File: src/rtl/sysid_check_pkg.sv
// Shared types and constants for the system-ID boot checker.
// The Avalon slave exposes the ID at word 0 and the build timestamp at word 1.
package sysid_check_pkg;

   typedef enum logic [2:0] {
      StIdle,
      StIdRd,
      StIdWait,
      StTsRd,
      StTsWait,
      StEval
   } state_e;

   localparam logic [31:0] DEFAULT_EXP_ID        = 32'h0400_0000;
   localparam logic [31:0] DEFAULT_EXP_TIMESTAMP = 32'd1417718146;

   localparam logic ADDR_ID = 1'b0;
   localparam logic ADDR_TS = 1'b1;

   localparam int unsigned TMR_W = 8;

   function automatic logic words_match(input logic [31:0] id_word,
                                        input logic [31:0] ts_word,
                                        input logic [31:0] exp_id,
                                        input logic [31:0] exp_ts);
      return (id_word == exp_id) && (ts_word == exp_ts);
   endfunction

endpackage

File: src/rtl/sysid_read_engine.sv
// Single Avalon-MM read: request handshake, fixed read latency and per-read timeout.
// The controller supplies the phase (request or latency wait); this block reports the events.
module sysid_read_engine
   import sysid_check_pkg::*;
#(
   parameter int unsigned READ_LATENCY   = 0,
   parameter int unsigned TIMEOUT_CYCLES = 255
) (
   input  logic clock,
   input  logic reset_n,
   input  logic rd_phase,
   input  logic wait_phase,
   input  logic waitrequest,
   output logic read,
   output logic accept,
   output logic capture,
   output logic expire
);

   localparam logic [TMR_W-1:0] TmrLast = TMR_W'(TIMEOUT_CYCLES - 1);
   localparam logic [1:0]       LatLast = 2'(READ_LATENCY - 1);

   logic [TMR_W-1:0] tmr_q, tmr_d;
   logic [1:0]       lat_q, lat_d;
   logic             active;

   always_comb begin
      active = rd_phase | wait_phase;
      read   = rd_phase;
      accept = rd_phase & ~waitrequest;
      if (READ_LATENCY == 0) begin
         capture = accept;
      end else begin
         capture = wait_phase && (lat_q == LatLast);
      end
      // A capture on the final counted cycle still wins over the timeout.
      expire = active && !capture && (tmr_q == TmrLast);

      tmr_d = tmr_q + TMR_W'(1);
      if (!active || capture || expire) begin
         tmr_d = '0;
      end
      lat_d = wait_phase ? (lat_q + 2'd1) : 2'd0;
   end

   always_ff @(posedge clock or negedge reset_n) begin
      if (!reset_n) begin
         tmr_q <= '0;
         lat_q <= '0;
      end else begin
         tmr_q <= tmr_d;
         lat_q <= lat_d;
      end
   end

endmodule

File: src/rtl/sysid_check_ctrl.sv
// Reads the system-ID and timestamp words, compares them with the expected build values,
// retries on mismatch and publishes sticky pass/mismatch/timeout status.
module sysid_check_ctrl
   import sysid_check_pkg::*;
#(
   parameter logic [31:0] EXP_ID         = DEFAULT_EXP_ID,
   parameter logic [31:0] EXP_TIMESTAMP  = DEFAULT_EXP_TIMESTAMP,
   parameter int unsigned READ_LATENCY   = 0,
   parameter int unsigned TIMEOUT_CYCLES = 255,
   parameter int unsigned MAX_RETRIES    = 3,
   parameter int unsigned AUTO_START     = 1
) (
   input  logic        clock,
   input  logic        reset_n,
   input  logic        start,
   output logic        avm_address,
   output logic        avm_read,
   input  logic        avm_waitrequest,
   input  logic [31:0] avm_readdata,
   output logic        busy,
   output logic        done,
   output logic        pass,
   output logic        mismatch,
   output logic        timeout,
   output logic [31:0] id_value,
   output logic [31:0] ts_value,
   output logic [1:0]  retry_count
);

   localparam logic [1:0] MaxRetry = 2'(MAX_RETRIES);

   state_e      state_q, state_d;
   logic        pass_q, pass_d;
   logic        mismatch_q, mismatch_d;
   logic        timeout_q, timeout_d;
   logic        done_q, done_d;
   logic [1:0]  retry_q, retry_d;
   logic [31:0] id_q, id_d;
   logic [31:0] ts_q, ts_d;
   logic        auto_q;

   logic rd_phase, wait_phase, is_ts;
   logic accept, capture, expire;

   sysid_read_engine #(
      .READ_LATENCY  (READ_LATENCY),
      .TIMEOUT_CYCLES(TIMEOUT_CYCLES)
   ) u_engine (
      .clock      (clock),
      .reset_n    (reset_n),
      .rd_phase   (rd_phase),
      .wait_phase (wait_phase),
      .waitrequest(avm_waitrequest),
      .read       (avm_read),
      .accept     (accept),
      .capture    (capture),
      .expire     (expire)
   );

   always_comb begin
      rd_phase    = (state_q == StIdRd) || (state_q == StTsRd);
      wait_phase  = (state_q == StIdWait) || (state_q == StTsWait);
      is_ts       = (state_q == StTsRd) || (state_q == StTsWait);
      avm_address = is_ts ? ADDR_TS : ADDR_ID;
   end

   always_comb begin
      state_d    = state_q;
      pass_d     = pass_q;
      mismatch_d = mismatch_q;
      timeout_d  = timeout_q;
      retry_d    = retry_q;
      id_d       = id_q;
      ts_d       = ts_q;
      done_d     = 1'b0;

      unique case (state_q)
         StIdle: begin
            if (start || auto_q) begin
               pass_d     = 1'b0;
               mismatch_d = 1'b0;
               timeout_d  = 1'b0;
               retry_d    = '0;
               state_d    = StIdRd;
            end
         end
         StIdRd, StIdWait: begin
            if (capture) begin
               id_d    = avm_readdata;
               state_d = StTsRd;
            end else if (expire) begin
               timeout_d = 1'b1;
               done_d    = 1'b1;
               state_d   = StIdle;
            end else if (accept) begin
               state_d = StIdWait;
            end
         end
         StTsRd, StTsWait: begin
            if (capture) begin
               // The verdict is registered on entry to StEval so done and the flag appear together.
               ts_d    = avm_readdata;
               state_d = StEval;
               if (words_match(id_q, avm_readdata, EXP_ID, EXP_TIMESTAMP)) begin
                  pass_d = 1'b1;
                  done_d = 1'b1;
               end else if (retry_q >= MaxRetry) begin
                  mismatch_d = 1'b1;
                  done_d     = 1'b1;
               end
            end else if (expire) begin
               timeout_d = 1'b1;
               done_d    = 1'b1;
               state_d   = StIdle;
            end else if (accept) begin
               state_d = StTsWait;
            end
         end
         StEval: begin
            if (pass_q || mismatch_q) begin
               state_d = StIdle;
            end else begin
               retry_d = retry_q + 2'd1;
               state_d = StIdRd;
            end
         end
         default: state_d = StIdle;
      endcase
   end

   always_ff @(posedge clock or negedge reset_n) begin
      if (!reset_n) begin
         state_q    <= StIdle;
         pass_q     <= 1'b0;
         mismatch_q <= 1'b0;
         timeout_q  <= 1'b0;
         done_q     <= 1'b0;
         retry_q    <= '0;
         id_q       <= '0;
         ts_q       <= '0;
         auto_q     <= (AUTO_START != 0);
      end else begin
         state_q    <= state_d;
         pass_q     <= pass_d;
         mismatch_q <= mismatch_d;
         timeout_q  <= timeout_d;
         done_q     <= done_d;
         retry_q    <= retry_d;
         id_q       <= id_d;
         ts_q       <= ts_d;
         auto_q     <= 1'b0;
      end
   end

   always_comb begin
      busy        = (state_q != StIdle);
      done        = done_q;
      pass        = pass_q;
      mismatch    = mismatch_q;
      timeout     = timeout_q;
      retry_count = retry_q;
      id_value    = id_q;
      ts_value    = ts_q;
   end

endmodule

File: config.mk
export PLATFORM = sky130hd
export DESIGN_NAME = sysid_check_ctrl
export DESIGN_NICKNAME = d
export VERILOG_FILES = /design/src/rtl/sysid_check_pkg.sv /design/src/rtl/sysid_read_engine.sv /design/src/rtl/sysid_check_ctrl.sv
export SDC_FILE = /design/constraint.sdc
export NUM_CORES = 1
export LEC_CHECK = 0
export CAP_MARGIN = 20
export CORE_ASPECT_RATIO = 2
export CORE_MARGIN = 2
export CORE_UTILIZATION = 46
export DETAILED_ROUTE_END_ITERATION = 10
export HOLD_SLACK_MARGIN = 0.1
export PLACE_DENSITY = 0.8
export SYNTH_ARGS = -nofsm -noshare
export SYNTH_HDL_FRONTEND = slang
export SYNTH_SLANG_ARGS = --single-unit
File: constraint.sdc
create_clock -name clock -period 2.1 [get_ports clock]
set_clock_uncertainty 0.15 [all_clocks]
set_input_delay 0.525 -clock clock [delete_from_list [all_inputs] [get_ports clock]]
set_output_delay 0.525 -clock clock [all_outputs]
set_load 0.005 [all_outputs]
==> results of run 1 <==
[stage by stage]
stage	utilization	cells	setup TNS, ns	cell area [um^2]	setup slack [ns]
3_5_place_dp	0.675	471	-10.15	4870	-0.382
6_report	0.724	490	0	5220	0.0787
3_3_place_gp	0.675	471	-8.58	4870	-0.342
4_1_cts	0.722	490	0	5200	0.0164
2_1_floorplan	-	243	0	3420	0.339
5_1_grt	0.724	490	-0.00245	5220	-0.00245
[state kept, by name, indices dropped and copies added (netlist names)]
register,count
id_value,32
state_q,3
done,1
pass,1
retry_count,2
mismatch,1
ts_value,32
u_engine.tmr_q,8
timeout,1
auto_q,1
[Yosys cell counts, drive strengths merged]
| cell | number | share of area |
|---|---|---|
| dfrtp | 81 | 0.59 |
| mux2 | 64 | 0.21 |
| nor2 | 14 | 0.015 |
| buf | 10 | 0.024 |
| nor4 | 9 | 0.016 |
| nand3 | 6 | 0.0088 |
| nand4 | 6 | 0.011 |
| nor4b | 5 | 0.013 |
| o21ai | 5 | 0.0073 |
| xor2 | 5 | 0.013 |
| nand2 | 4 | 0.0044 |
| a21oi | 3 | 0.0044 |
| ha | 3 | 0.011 |
| inv | 3 | 0.0033 |
| nor4bb | 3 | 0.0088 |
| nand2b | 2 | 0.0037 |
| a21o | 1 | 0.0022 |
| a22o | 1 | 0.0026 |
| and2 | 1 | 0.0018 |
| and3 | 1 | 0.0018 |
| and4 | 1 | 0.0026 |
| conb | 1 | 0.0011 |
| dfstp | 1 | 0.0077 |
| mux2i | 1 | 0.0029 |
| nor2b | 1 | 0.0018 |
| nor3 | 1 | 0.0029 |
| nor3b | 1 | 0.0037 |
| o21bai | 1 | 0.0022 |
| o22a | 1 | 0.0026 |
| o22ai | 1 | 0.0018 |
| o31a | 1 | 0.0026 |
| or2 | 1 | 0.0018 |
| or3 | 1 | 0.0018 |
| or4 | 1 | 0.0022 |
| or4b | 1 | 0.0029 |
| xnor2 | 1 | 0.0026 |
[cell type report]
cell class                      count  area (um^2)
Multi-Input combinational cell    148         1330
Fill cell                         506         1990
Clock inverter                      5         30.0
Timing Repair Buffer              149         1440
Inverter                            3         11.3
Sequential cell                    82         2050
Clock buffer                       11          243
Tap cell                           92          115
[logic make-up (layout without fill, tap and decap cells)]
| kind of cell | Yosys count | count (layout) | synth area share |
|---|---|---|---|
| compound gates | 14 | 14 | 0.0256 |
| buf+inv | 13 | 168 | 0.0271 |
| other cells | 1 | 1 | 0.00110 |
| flops | 82 | 82 | 0.601 |
| fa+ha+maj | 3 | 3 | 0.0110 |
| mux | 65 | 65 | 0.214 |
| simple gates | 59 | 59 | 0.105 |
| xor+xnor | 6 | 6 | 0.0154 |
[metal layers]
metal | GRT usage | routed length, um | vias up
li1 | - | - | 1189
met1 | 0.246 | 3110 | 1282
met2 | 0.422 | 5070 | 75
met3 | 0.0625 | 419 | 27
met4 | 0.109 | 325 | 0
met5 | 0 | 0 | -
[report_power, final]
group | switching, mW | total, mW | internal (mW)
clock network | 0.604 | 1.43 | 0.826
registers | 0.547 | 2.85 | 2.30
logic | 1.09 | 3.23 | 2.15
[cells in the final DEF, fill, tap and decap left out, types with 3 or more instances in the layout]
master / netlist / layout
clkdlybuf4s50_1: 0 / 104
dfrtp_1: 81 / 80
mux2_2: 60 / 60
buf_4: 0 / 36
nor2_1: 14 / 13
clkbuf_16: 0 / 9
nor4_1: 9 / 7
nand4_1: 6 / 6
nand3_1: 6 / 6
xor2_1: 5 / 5
nand2_1: 4 / 4
mux2_1: 4 / 4
buf_12: 0 / 4
inv_1: 3 / 3
o21ai_1: 3 / 3
nor4b_1: 5 / 3
ha_1: 3 / 3
clkinv_2: 0 / 3
[how the worst min path moves through the flow]
stage / from / endpoint / slack [ns]
finish: ts_value[30] / ts_value[30] / 0.34
detailed placement: ts_value[30] / ts_value[30] / 0.33
global placement: ts_value[7] / ts_value[7] / 0.32
global route: ts_value[30] / ts_value[30] / 0.36
CTS: ts_value[30] / ts_value[30] / 0.34
floorplan: reset_n / done / 0.08
[repair_timing]
item / 4_1_cts / 5_1_grt
hold buffers: 1 / 0
gates resized for setup: 10 / 5
endpoints found under the hold margin: 33 / 0
pin swaps: 4 / 1
cloned: 0 / 0
endpoints found under the setup margin: 6 / 5
buffers inserted: 2 / 0
==> flow_summary.toml, run 1 <==
[outcome]
status = "completed"

[clocking]
clkSlewWorstSetupHoldPaths_ns = 0.06
cts_tree = "yes"
cts_root_buf = "clkbuf_16"
cts.sinks = 82
cts.path.max_buffers = 2
cts_buffers = 9
clkLatencyLatePin_ns = 0.34
h-tree-depth = 3

[floorplan]
ios = 109
die_y_um = 126
die-area_mm2 = 0.00817
initial_core_util = 0.474
die_w_um = 64.9
rows = 44
core_area_mm2 = 0.00721

[setup_path]
path_cells = "buf_6, or3_1, clkdlybuf4s15_1"
r2r_start = "state_q[2]"
cp.arrival_ns = 1.35
crit_end = "busy"
worst_path_max_delay_cell = "dfrtp_1"
cp-start-kind = "flip-flop"
r2r_end = "ts_value[16]"
required_ns = 1.42
reg2reg_depth = 5
path_max_fanout = 3
cp-startpoint = "state_q[1]"
crit_family = "flip-flops"
path_depth = 3
worst-path-buf-inv = 2
endpoint_kind = "output port"
crit_type = "flip-flop to output port"
slowest_delay_ns = 0.39
reg2reg_slack_ns = 0.26

[routing]
final_antenna_net_count = 0
firstDrtPassIters = 5
wire_per_inst_um = 18.2
drt-vias-per-instance = 5.25
drc = 0
drt-initial-drc-count = 116
vias = 2573
routed_wl_um = 8930

[cells_and_area]
final_nets = 432
area_delta_synth_final_pct = 52.9
antenna_cells = 0
drive_above_1_share = 0.329

[synth]
synth_cells = 243
synth.yosys.seq_area_share = 0.601
syn_area_mm2 = 0.00342
syn_avg_cell_area_um2 = 14.1
syn-num-nets = 282
synth_seq_cells = 82
synth-warning-count = 0
synth.distinct_cells = 39

[power_and_ir_drop]
leakagePower_nw = 2.21
finalPower_mw = 7.51
p_per_area_mw_per_mm2 = 1440
vdd_drop_max_uv = 1050

[min_path]
hold_path_class = "flip-flop to flip-flop"
min_path_cells = 1

[timing]
max_freq_mhz = 495
rsz0062_at_grt = "yes"
timing.hold.ws_ns = 0.336
post-route-min-period_ns = 2.02
fin_crit_sh = 0.963
finalHoldViolations = 0
slew_violations = 0
setup_viol = 0

[flow_run]
drv_cap = 0

[grt]
grt_pass1_vias = 2785
grt_pass1_wl_um = 14200
grt.total_usage = 0.234
overflow = 0
grt_max_degree = 37
grt_antenna_before_repair = 0

[place]
dpl.hpwl_um = 6600
place.gp.congestion = 0.841
io_buffers = 108
No activity file was read; power rests on OpenSTA's default activity.
==> inputs of run 2 (changes only) <==
CORE_UTILIZATION = 48   (was 46)
CTS_BUF_LIST = sky130_fd_sc_hd__clkbuf_2 sky130_fd_sc_hd__clkbuf_4 sky130_fd_sc_hd__clkbuf_8   (was unset)
PLACE_DENSITY = 0.83   (was 0.8)
==> run 2 against run 1 <==
Worst hold slack improved by 0.014 ns. Combinational power about the same. First-iteration DRC count shrank 5.2%. Setup slack got worse by 0.0080 ns. Utilization increased by 1.9 points. Critical path depth unchanged. Critical path type unchanged. Design area shrank 1.2%. Die area down 4.0%. Cell count shrank 0.20%. Fmax fell by 0.40%.
==> flow_summary.toml, run 2 (synthesized netlist as in run 1, its figures left out) <==
[clocking]
cts_root_buf = "clkbuf_8"
clkLatencyLatePin_ns = 0.35
cts_buffers = 9
h-tree-depth = 3
clkSlewWorstSetupHoldPaths_ns = 0.08
cts.path.max_buffers = 2
cts.sinks = 82
cts_tree = "yes"

[cells_and_area]
multi_input_area_mm2 = 0.00136
antenna_cells = 0
design_area_mm2 = 0.00516
final_cell_mix = "clkdlybuf4s50_1 (104), dfrtp_1 (80), mux2_2 (60)"
final_nets = 433
final.fill_count = 470
area_delta_synth_final_pct = 51.1
regArea_mm2 = 0.00205
final_cells = 489
drive_above_1_share = 0.338
final_common_cell = "clkdlybuf4s50_1"

[setup_path]
reg2reg_slack_ns = 0.15
path_max_fanout = 3
cp-start-kind = "flip-flop"
cp.arrival_ns = 1.35
required_ns = 1.42
reg2reg_depth = 5
r2r_end = "ts_value[17]"
r2r_start = "state_q[2]"
endpoint_kind = "output port"
crit_type = "flip-flop to output port"

[place]
place_inst = 467
place_area_mm2 = 0.00484
place.gp.congestion = 0.800
io_buffers = 108
dpl.hpwl_um = 6600

[floorplan]
die_y_um = 123
die_w_um = 63.7
initial_core_util = 0.492
die-area_mm2 = 0.00785
ios = 109
core_area_mm2 = 0.00694
rows = 43

[timing]
setup_viol = 0
max_freq_mhz = 493
finalHoldViolations = 0
slew_violations = 0
post-route-min-period_ns = 2.03
fin_crit_sh = 0.966

[min_path]
worstHoldStart = "ts_value[7]"
hold_path_end = "ts_value[7]"
hold_path_class = "flip-flop to flip-flop"
min_path_cells = 1

[grt]
grt_max_degree = 83
grt_pass1_wl_um = 14000
grt_pass1_vias = 2781
grt_antenna_before_repair = 0
grt.total_usage = 0.245
overflow = 0

[flow_run]
drv_cap = 0

[routing]
wire_per_inst_um = 18.1
firstDrtPassIters = 4
drt-vias-per-instance = 5.31
drc = 0
final_antenna_net_count = 0
vias = 2597
routed_wl_um = 8830
drt-initial-drc-count = 110

[power_and_ir_drop]
leakagePower_nw = 2.20
vdd_drop_max_uv = 992
p_per_area_mw_per_mm2 = 1390

[outcome]
status = "completed"
==> run 2: changes by cell type in the layout (fill, tap and decap cells not counted), moves of 2 or more <==
cell,change
clkbuf_8,+11
clkbuf_16,-9
clkinvlp_4,-2
clkbuf_4,+2
buf_4,+2
==> run 2: final cells by class <==
class | instances | area share
Clock buffer | 14 | 0.0349
Sequential cell | 82 | 0.398
Multi-Input combinational cell | 148 | 0.264
Timing Repair Buffer | 150 | 0.277
Tap cell | 90 | 0.0218
Clock inverter | 2 | 0.00194
Inverter | 3 | 0.00218
==> run 2: what timing repair did <==
item                       4_1_cts  5_1_grt
resized for setup               13        9
setup endpoints to repair        6       14
pin swaps                        1        3
hold buffers                     1        0
setup buffers                    2        3
hold endpoints to repair        81        0
==> run 2: through the flow <==
step           hold slack (ns)   util  setup TNS (ns)  power [mW]  setup slack (ns)
2_1_floorplan           0.0794      -               0        4.04             0.339
3_3_place_gp             0.325  0.697          -11.47        5.94            -0.397
3_5_place_dp             0.335  0.697          -12.30        6.03            -0.405
4_1_cts                  0.353  0.734         -0.0747        7.17           -0.0747
5_1_grt                  0.372  0.744         -0.0143        7.60           -0.0143
6_report                 0.350  0.744               0        7.18            0.0707
==> run 2: power by group <==
| group | switching (mW) | internal (mW) |
|---|---|---|
| registers | 0.550 | 2.30 |
| logic | 1.08 | 2.17 |
| clock network | 0.527 | 0.550 |
| total | 2.16 | 5.02 |
==> run 2: how the worst max path moves through the flow <==
stage	startpoint	end
global placement	avm_readdata[13]	mismatch
floorplan	avm_waitrequest	id_value[10]
CTS	state_q[0]	busy
detailed placement	avm_readdata[13]	pass
global route	state_q[2]	avm_address
finish	state_q[0]	busy
==> run 2: metal layers <==
layer,share of wire,GRT usage,vias to the layer above
li1,-,-,1184
met1,0.36,0.263,1301
met2,0.56,0.419,90
met3,0.044,0.0573,22
met4,0.042,0.171,0
met5,0,0,-
==> run 2: critical path, stage by stage, from the launching register on <==
cell	delay, ns
dfrtp_1	0.40
buf_4	0.14
or3_1	0.34
clkbuf_2	0.12
==> inputs of run 3 (changes only) <==
--- a/config.mk
+++ b/config.mk
@@ -7,9 +7,10 @@
 export LEC_CHECK = 0
 export CAP_MARGIN = 20
-export CORE_ASPECT_RATIO = 2
+export CORE_ASPECT_RATIO = 0.6
 export CORE_MARGIN = 2
 export CORE_UTILIZATION = 48
 export CTS_BUF_LIST = sky130_fd_sc_hd__clkbuf_2 sky130_fd_sc_hd__clkbuf_4 sky130_fd_sc_hd__clkbuf_8
 export DETAILED_ROUTE_END_ITERATION = 10
+export GPL_ROUTABILITY_DRIVEN = 0
 export HOLD_SLACK_MARGIN = 0.1
 export PLACE_DENSITY = 0.83
==> constraint.sdc (replaced) <==
create_clock -name clock -period 2.1 [get_ports clock]
set_clock_uncertainty 0.15 [all_clocks]
set_input_delay 0.42 -clock clock [delete_from_list [all_inputs] [get_ports clock]]
set_output_delay 0.42 -clock clock [all_outputs]
set_load 0.005 [all_outputs]
==> run 3 against run 2 <==
The flow now finishes with violations (design-rule violations). Sequential cell count unchanged. Worst hold slack hardly changed. Non-clock buffer count increased by 3. Combinational power is 2% higher. Sequential share of layout area is 0.14 points lower. Critical path depth decreased by 1. Wire length increased by 3.5%. Fmax down 1.9%. Cell count unchanged. Sequential power is essentially flat. Critical endpoint is now avm_read. Largest cell class unchanged. Highest routed layer unchanged.
==> flow_summary.toml, run 3 (synthesized netlist as in run 1, its figures left out) <==
[timing]
timing.hold.ws_ns = 0.350
max_freq_mhz = 484
setup_viol = 0
slew_headroom = 0.657
setup_slack_ns = 0.0319
slew_violations = 0
worstMarginPinSlew_ns = 0.507
finalHoldViolations = 0
rsz0062_at_grt = "no"
fin_crit_sh = 0.985
post-route-min-period_ns = 2.07

[grt]
grt.total_usage = 0.243
overflow = 0
met2_usage = 0.359
grt_pass1_wl_um = 14500
grt_max_degree = 33
grt_antenna_before_repair = 0
use_met1 = 0.337
busiest_layer = "met2"
use_met3 = 0.0988
grt_pass1_vias = 2777

[floorplan]
die_w_um = 113
ios = 109
die-area_mm2 = 0.00783
initial_core_util = 0.503
rows = 23
die_y_um = 69.3
core_area_mm2 = 0.00679

[place]
io_buffers = 108
dpl.hpwl_um = 6590
preCtsSetupSlack_ns = -0.292
place_inst = 465

[clocking]
cts_tree = "yes"
clkLatencyLatePin_ns = 0.36
cts.sinks = 82
cts.path.max_buffers = 2
cts_buffers = 9
cts_root_buf = "clkbuf_8"
clkSlewWorstSetupHoldPaths_ns = 0.09
h-tree-depth = 3

[min_path]
hold_path_class = "flip-flop to flip-flop"
worstHoldStart = "ts_value[30]"
min_path_cells = 1
hold_path_end = "ts_value[30]"

[routing]
vias = 2605
wire_per_inst_um = 18.7
routed_wl_um = 9140
drc = 7
firstDrtPassIters = 7
drt-initial-drc-count = 89
drt-vias-per-instance = 5.33
final_antenna_net_count = 0

[setup_path]
endpoint_kind = "output port"
cp-start-kind = "flip-flop"
path_max_fanout = 5
r2r_start = "state_q[2]"
reg2reg_slack_ns = 0.04
crit_type = "flip-flop to output port"
r2r_end = "ts_value[25]"
cp.arrival_ns = 1.50
reg2reg_depth = 6
required_ns = 1.53

[cells_and_area]
area_delta_synth_final_pct = 51.7
antenna_cells = 0
final_nets = 436
final_cells = 489
final_cell_mix = "clkdlybuf4s50_1 (105), dfrtp_1 (79), mux2_2 (60)"
final_common_cell = "clkdlybuf4s50_1"
drive_above_1_share = 0.336

[power_and_ir_drop]
p_per_area_mw_per_mm2 = 1420
vdd_drop_max_uv = 789
leakagePower_nw = 2.21

[outcome]
status = "finished, violations left"
failed_checks = "design-rule violations"

[flow_run]
drv_cap = 0
run 3: final cells by class:
| cell class | instances | area [um^2] |
|---|---|---|
| timing repair buffer | 153 | 1470 |
| tap | 87 | 109 |
| inverter | 3 | 11.3 |
| fill | 436 | 1610 |
| sequential | 82 | 2060 |
| clock buffer | 11 | 151 |
| multi-input combinational | 148 | 1320 |
| clock inverter | 5 | 62.6 |
run 3: worst max path at each step:
stage | from | cells after the start | end | slack [ns]
floorplan | state_q[2] | 4 | id_value[10] | 0.43
global route | state_q[2] | 2 | avm_read | 0.003
detailed placement | avm_readdata[16] | 7 | mismatch | -0.29
finish | state_q[2] | 2 | avm_read | 0.03
CTS | state_q[2] | 4 | avm_address | -0.1
global placement | avm_readdata[16] | 7 | mismatch | -0.34
run 3: layer usage:
layer / up-vias / part of all wire
met5: - / 0
met4: 0 / 0.011
met3: 13 / 0.088
met2: 88 / 0.43
met1: 1320 / 0.47
li1: 1184 / -
run 3: per-stage QoR:
step	util	power (mW)	instance area (um^2)	setup TNS [ns]
after floorplan	-	4.04	3420	0
after global placement	0.715	5.92	4860	-3.59
after detailed placement	0.715	6.03	4860	-3.96
after CTS	0.754	7.30	5120	-0.115
after global routing	0.763	7.76	5180	0
final	0.763	7.36	5180	0
run 3: report_power, final:
group,internal [mW],total (mW),switching [mW]
sequential,2.30,2.85,0.553
combinational,2.19,3.30,1.11
clock,0.618,1.21,0.589
run 3: worst max-delay path, stage by stage, from the launching register on:
cell	delay, ns
dfrtp_2	0.48
nor2b_4	0.15
clkdlybuf4s50_1	0.52
run 3: what timing repair did:
| item | CTS | global route |
|---|---|---|
| endpoints found under the hold margin | 24 | 0 |
| resized for setup | 7 | 6 |
| endpoints found under the setup margin | 3 | 6 |
| pin swaps | 0 | 0 |
| setup buffers | 3 | 4 |
| hold buffers | 1 | 0 |
